==> src/rtl/lc3_pkg.sv <==
// Shared types and constants for the LC-3 memory/IO access stage.
// The MMIO register block is built only when LC3_MMIO_EN is defined.
package lc3_pkg;

    localparam int unsigned ADDR_W_DEF = 16;
    localparam int unsigned DATA_W_DEF = 16;

    // Memory-mapped keyboard/display register addresses
    localparam logic [15:0] KBSR_ADDR = 16'hFE00;
    localparam logic [15:0] KBDR_ADDR = 16'hFE02;
    localparam logic [15:0] DSR_ADDR  = 16'hFE04;
    localparam logic [15:0] DDR_ADDR  = 16'hFE06;

    typedef enum logic [1:0] {
        IDLE = 2'd0,
        REQ  = 2'd1,
        DONE = 2'd2
    } state_t;

endpackage

==> src/rtl/lc3_mmio_regs.sv <==
// LC-3 keyboard/display registers (KBSR, KBDR, DSR, DDR) and their address decode.
// Compiled only when LC3_MMIO_EN is defined.
`ifdef LC3_MMIO_EN
module lc3_mmio_regs
    import lc3_pkg::*;
#(
    parameter int unsigned ADDR_W = ADDR_W_DEF,
    parameter int unsigned DATA_W = DATA_W_DEF
) (
    input  logic              clk,
    input  logic              rst,
    input  logic [ADDR_W-1:0] addr,
    input  logic [DATA_W-1:0] wdata,
    input  logic              access,
    input  logic              we,
    input  logic              kbd_valid,
    input  logic [7:0]        kbd_data,
    input  logic              disp_ack,
    output logic              hit,
    output logic [DATA_W-1:0] rdata,
    output logic              disp_valid,
    output logic [7:0]        disp_data
);

    logic       sel_kbsr, sel_kbdr, sel_dsr, sel_ddr;
    logic       kbd_ready;
    logic [7:0] kbdr;
    logic       dsr_ready;
    logic       rd_kbdr, wr_ddr;

    assign sel_kbsr = (addr == ADDR_W'(KBSR_ADDR));
    assign sel_kbdr = (addr == ADDR_W'(KBDR_ADDR));
    assign sel_dsr  = (addr == ADDR_W'(DSR_ADDR));
    assign sel_ddr  = (addr == ADDR_W'(DDR_ADDR));
    assign hit      = sel_kbsr | sel_kbdr | sel_dsr | sel_ddr;

    assign rd_kbdr  = access & ~we & sel_kbdr;
    assign wr_ddr   = access &  we & sel_ddr;

    // Status/data registers; a new keystroke outranks the KBDR read that would clear ready
    always_ff @(posedge clk) begin
        if (!rst) begin
            kbd_ready  <= 1'b0;
            kbdr       <= '0;
            dsr_ready  <= 1'b1;
            disp_valid <= 1'b0;
            disp_data  <= '0;
        end else begin
            disp_valid <= wr_ddr;
            if (wr_ddr)
                disp_data <= wdata[7:0];
            if (kbd_valid) begin
                kbd_ready <= 1'b1;
                kbdr      <= kbd_data;
            end else if (rd_kbdr) begin
                kbd_ready <= 1'b0;
            end
            if (disp_ack)
                dsr_ready <= 1'b1;
            else if (wr_ddr)
                dsr_ready <= 1'b0;
        end
    end

    // Read-data mux for the selected register
    always_comb begin
        rdata = '0;
        if (sel_kbsr)
            rdata[DATA_W-1] = kbd_ready;
        else if (sel_kbdr)
            rdata[7:0] = kbdr;
        else if (sel_dsr)
            rdata[DATA_W-1] = dsr_ready;
    end

endmodule
`endif

==> src/rtl/lc3_mem_ctrl.sv <==
// LC-3 memory/IO access stage: owns MAR/MDR, runs req/ack to external memory
// and returns the one-cycle ready pulse R to the control FSM.
// Define LC3_MMIO_EN to serve xFE00-xFE06 (keyboard/display) internally.
module lc3_mem_ctrl
    import lc3_pkg::*;
#(
    parameter int unsigned ADDR_W = ADDR_W_DEF,
    parameter int unsigned DATA_W = DATA_W_DEF
) (
    input  logic              clk,
    input  logic              rst,
    input  logic              ld_mar,
    input  logic              ld_mdr,
    input  logic              mio_en,
    input  logic              r_w,
    input  logic [DATA_W-1:0] bus_in,
    output logic [DATA_W-1:0] mdr_out,
    output logic              R,
    output logic              mem_req,
    output logic              mem_we,
    output logic [ADDR_W-1:0] mem_addr,
    output logic [DATA_W-1:0] mem_wdata,
    input  logic [DATA_W-1:0] mem_rdata,
    input  logic              mem_ack
`ifdef LC3_MMIO_EN
    ,
    input  logic              kbd_valid,
    input  logic [7:0]        kbd_data,
    output logic              disp_valid,
    output logic [7:0]        disp_data,
    input  logic              disp_ack
`endif
);

    state_t            state, next;
    logic [ADDR_W-1:0] mar, addr_q;
    logic [DATA_W-1:0] mdr, wdata_q;
    logic              we_q;
    logic              start;
    logic              mmio_hit;
    logic [DATA_W-1:0] mmio_rdata;

    assign start = (state == IDLE) && mio_en;

`ifdef LC3_MMIO_EN
    lc3_mmio_regs #(
        .ADDR_W (ADDR_W),
        .DATA_W (DATA_W)
    ) u_mmio (
        .clk        (clk),
        .rst        (rst),
        .addr       (mar),
        .wdata      (mdr),
        .access     (start),
        .we         (r_w),
        .kbd_valid  (kbd_valid),
        .kbd_data   (kbd_data),
        .disp_ack   (disp_ack),
        .hit        (mmio_hit),
        .rdata      (mmio_rdata),
        .disp_valid (disp_valid),
        .disp_data  (disp_data)
    );
`else
    assign mmio_hit   = 1'b0;
    assign mmio_rdata = '0;
`endif

    // State, MAR/MDR and the request snapshot taken when an access starts
    always_ff @(posedge clk) begin
        if (!rst) begin
            state   <= IDLE;
            mar     <= '0;
            mdr     <= '0;
            addr_q  <= '0;
            wdata_q <= '0;
            we_q    <= 1'b0;
        end else begin
            state <= next;
            if (ld_mar)
                mar <= ADDR_W'(bus_in);
            if (start) begin
                we_q    <= r_w;
                addr_q  <= mar;
                wdata_q <= mdr;
            end
            if ((state == REQ) && mem_ack && !we_q && ld_mdr)
                mdr <= mem_rdata;
            else if (start && mmio_hit && !r_w && ld_mdr)
                mdr <= mmio_rdata;
            else if (ld_mdr && !mio_en)
                mdr <= bus_in;
        end
    end

    // Next-state and handshake outputs; R is a decode of the DONE state register
    always_comb begin
        next    = state;
        mem_req = 1'b0;
        mem_we  = 1'b0;
        R       = 1'b0;
        unique case (state)
            IDLE: if (mio_en) next = mmio_hit ? DONE : REQ;
            REQ: begin
                mem_req = 1'b1;
                mem_we  = we_q;
                if (mem_ack) next = DONE;
            end
            DONE: begin
                R    = 1'b1;
                next = IDLE;
            end
            default: next = IDLE;
        endcase
    end

    // Address/data held from the snapshot while a request is outstanding
    assign mem_addr  = (state == REQ) ? addr_q  : mar;
    assign mem_wdata = (state == REQ) ? wdata_q : mdr;
    assign mdr_out   = mdr;

endmodule

==> config.mk <==
export PLATFORM = sky130hd
export DESIGN_NAME = lc3_mem_ctrl
export DESIGN_NICKNAME = d
export VERILOG_FILES = /design/src/rtl/lc3_pkg.sv /design/src/rtl/lc3_mmio_regs.sv /design/src/rtl/lc3_mem_ctrl.sv
export SDC_FILE = /design/constraint.sdc
export NUM_CORES = 1
export LEC_CHECK = 0
export ABC_CLOCK_PERIOD_IN_PS = 1800
export CELL_PAD_IN_SITES_DETAIL_PLACEMENT = 0
export CELL_PAD_IN_SITES_GLOBAL_PLACEMENT = 2
export CORE_AREA = 2 2 119 121
export CTS_BUF_LIST = sky130_fd_sc_hd__clkbuf_4 sky130_fd_sc_hd__clkbuf_8
export CTS_CLUSTER_SIZE = 12
export DETAILED_ROUTE_END_ITERATION = 12
export DIE_AREA = 0 0 121 123
export PLACE_DENSITY_LB_ADDON = 0.15
export SETUP_SLACK_MARGIN = 0.15
export SLEW_MARGIN = 40
export SYNTH_ARGS = -nofsm -noshare
export SYNTH_HDL_FRONTEND = slang
export SYNTH_SLANG_ARGS = --single-unit
==> constraint.sdc <==
create_clock -name clk -period 1.8 [get_ports clk]
set_clock_uncertainty 0.15 [all_clocks]
set_input_delay 0.36 -clock clk [delete_from_list [all_inputs] [get_ports clk]]
set_output_delay 0.36 -clock clk [all_outputs]
set_load 0.02 [all_outputs]
==> flow_summary.yaml <==
status:
  outcome: "complete, but fails checks"
  violations: "negative setup slack"
clock_tree:
  tritoncts: "built"
  cts_buffer_depth: 2
  cts.sinks: 67
  holdBufCountCts: 0
  root_buffer: "clkbuf_8"
  htree_levels: 3
  cts_buffers: 9
  clk_latency_ps: 340
  clk_pin_slew_ps: 70
critical_path:
  cp-end-kind: "primary output"
  regToRegSetupSlack_ps: 100
  worstReg2RegEnd: "mdr_out[15]"
  ff2ff_path_depth: 6
  cpMaxStageDelayCell: "dfxtp_2"
  cp_max_fo: 6
  slowest_delay_ps: 320
  worstSetupPathDepth: 6
  reg2reg_from: "state[1]"
  path_cells: "nand2b_4, buf_6, clkbuf_16, nand2_1, nand2_2, buf_4"
  crit_arrival_ps: 1450
  critPathLaunchType: "flop"
  cpLargestDelayFamily: "buffers and inverters"
  cp_num_buf_inv: 3
  required_ps: 1290
  crit_type: "reg -> out"
  critPathLaunch: "state[1]"
  crit_path_end: "mem_addr[11]"
global_route:
  grt_first_pass_wirelength_um: 17700
  antenna_found_initial: 0
  first_global_vias: 3096
  use_met2_pct: 26.8
  grt_max_degree: 68
  use_met3_pct: 3.69
  grt_use_total_pct: 15.8
  busiest_layer: "met2"
  gr-total-overflow: 0
  grt_use_met1_pct: 20.8
die:
  io_pins: 90
  die_area_sq_um: 14900
  fp.dieW_um: 121
  start_util_pct: 22.4
  die_y_um: 123
  coreArea_sq_um: 13600
  row_count: 43
finish:
  post-route-util_pct: 38.5
  design_area_sq_um: 5240
  nets: 562
  drive_gt1_share_pct: 41.3
  fill_cells: 1430
  diodes: 0
  fin_cells: 708
  area.growth.synth_to_final_pct: 71.7
routing:
  drt_iter0_markers: 112
  avgRoutedWirePerCell_um: 16.9
  ant_nets: 0
  avgViaCountPerCell: 4.47
  vias: 3164
  wl_um: 12000
  drt_pass1_iterations: 4
  drc: 0
synthesis:
  synth_cell_type_count: 20
  synth.net_count: 444
  synth.cell_area_sq_um: 3050
  synth-edff-count: 0
  yosys.area.top_type_share_pct: 44.0
  synth_area_leaders: "dfxtp_1 (44%), nand2_1 (24%), a21boi_0 (6.4%), mux2i_1 (5.2%), o41ai_1 (4.6%)"
  ys_seq_elements: 67
  ys_async_sr_fraction_pct: 0
  synth_top_area_cell: "dfxtp_1"
  synth-seq-area-share_pct: 44.0
  synthCells: 405
  yosysMostFrequentCell: "nand2_1"
  synth-main-ff-cell: "dfxtp_1"
  synth.avg_cell_area_sq_um: 7.54
  yosysWarnings: 0
  synth_common_cells: "nand2_1 (195), dfxtp_1 (67), a21boi_0 (26), clkbuf_1 (26), nor2b_1 (18)"
hold_path:
  hold_class: "reg -> reg"
placement:
  gp_congestion: 0.738
  port_buffers: 89
  dpl_cell_area_sq_um: 4470
  dp.final_hpwl_um: 7860
  dp.cells: 681
power:
  irDropWorstVdd_mv: 0.294
  p_leak_nw: 2.16
  p_total_mw: 3.92
  powerDensity_nw_per_um2: 749
sta:
  fin_crit_sh_pct: 109
  slew_headroom_pct: 65.2
  drv_slew: 0
  max_freq_ghz: 0.511
  fin_ws_ps: -157
  rsz0062_at_grt: "yes"
  finalCriticalPeriod_ps: 1960
  fin_tns_setup_ps: -3880
  setup_viol: 34
  worst_pin_slew_ps: 515
  hold_viol_final: 0
flow_run:
  maxCapViolCount: 0
-- cells by family after synthesis --
family	after synthesis	synth area share (%)
simple gates	221	29.6
mux	16	5.25
flops	67	44.0
compound gates	66	16.2
buf+inv	35	5.04
-- worst min path at each step --
stage,from,endpoint,slack [ps],depth (start not counted)
3_3_place_gp,addr_q[9],addr_q[9],290,2
5_1_grt,wdata_q[5],wdata_q[5],330,2
2_1_floorplan,addr_q[10],addr_q[10],290,2
4_1_cts,addr_q[5],addr_q[5],310,2
6_report,addr_q[5],addr_q[5],310,2
3_5_place_dp,addr_q[5],addr_q[5],300,2
-- through the flow --
stage | hold slack (ps) | worst slack, ps
5_1_grt | 333 | -202
4_1_cts | 309 | -154
3_3_place_gp | 291 | -262
2_1_floorplan | 285 | 137
6_report | 309 | -157
3_5_place_dp | 300 | -291
-- timing repair --
item / in CTS / in global routing
setup endpoints to repair: 51 / 96
gates cloned: 3 / 2
resized for setup: 283 / 73
pin swaps: 8 / 8
endpoints found under the hold margin: 0 / 0
buffers inserted: 4 / 2
-- power by group --
group	internal, mW	switching, mW
sequential	1.56	0.0560
clock	0.707	0.598
combinational	0.489	0.517
-- registers in the layout, summed over array words and instances (netlist names) --
name and flops:
state 2, addr_q 16, mdr_out 16, mar 16, wdata_q 16, we_q 1
-- layout by cell type, fill, tap and decap left out, types with 2 or more instances in the layout --
cell type | synthesis | layout
mux2i_1 | 16 | 16
nand2_2 | 0 | 72
buf_16 | 0 | 3
o41ai_2 | 0 | 3
clkbuf_8 | 0 | 10
clkbuf_2 | 1 | 9
a31oi_1 | 16 | 11
clkbuf_16 | 0 | 2
nand2_4 | 0 | 10
buf_12 | 0 | 9
buf_8 | 0 | 3
a31oi_4 | 0 | 5
a21boi_1 | 7 | 7
buf_6 | 2 | 34
dfxtp_1 | 67 | 63
clkbuf_4 | 0 | 2
clkdlybuf4s15_1 | 0 | 3
buf_4 | 0 | 36
nor2b_1 | 18 | 17
clkdlybuf4s50_1 | 0 | 36
clkinvlp_4 | 0 | 2
dfxtp_2 | 0 | 4
clkdlybuf4s15_2 | 0 | 4
a21boi_0 | 26 | 26
nand2_1 | 195 | 113
o41ai_1 | 16 | 13
-- cell type report --
class | instances | area (sq um) | area share, %
sequential | 67 | 1350 | 25.7
inverter | 1 | 16.3 | 0.310
timing repair buffer | 141 | 1510 | 28.8
clock buffer | 12 | 153 | 2.91
clock inverter | 4 | 50.0 | 0.955
multi-input combinational | 303 | 1940 | 37.0
tap | 180 | 225 | 4.30
-- worst reg2reg max path, cell delays in order (launching register included) --
cell      delay, ps
dfxtp_2         320
nand2b_4        190
buf_12          150
buf_16          150
or3_4           370
buf_12          170
a31oi_1         130
-- per-layer routing --
layer	vias to the layer above	part of all wire, %
li1	1564	-
met1	1524	46
met2	74	49
met3	2	4.2
met4	0	0.43
met5	-	0
Note: power is estimated with default switching activity, not from simulation.
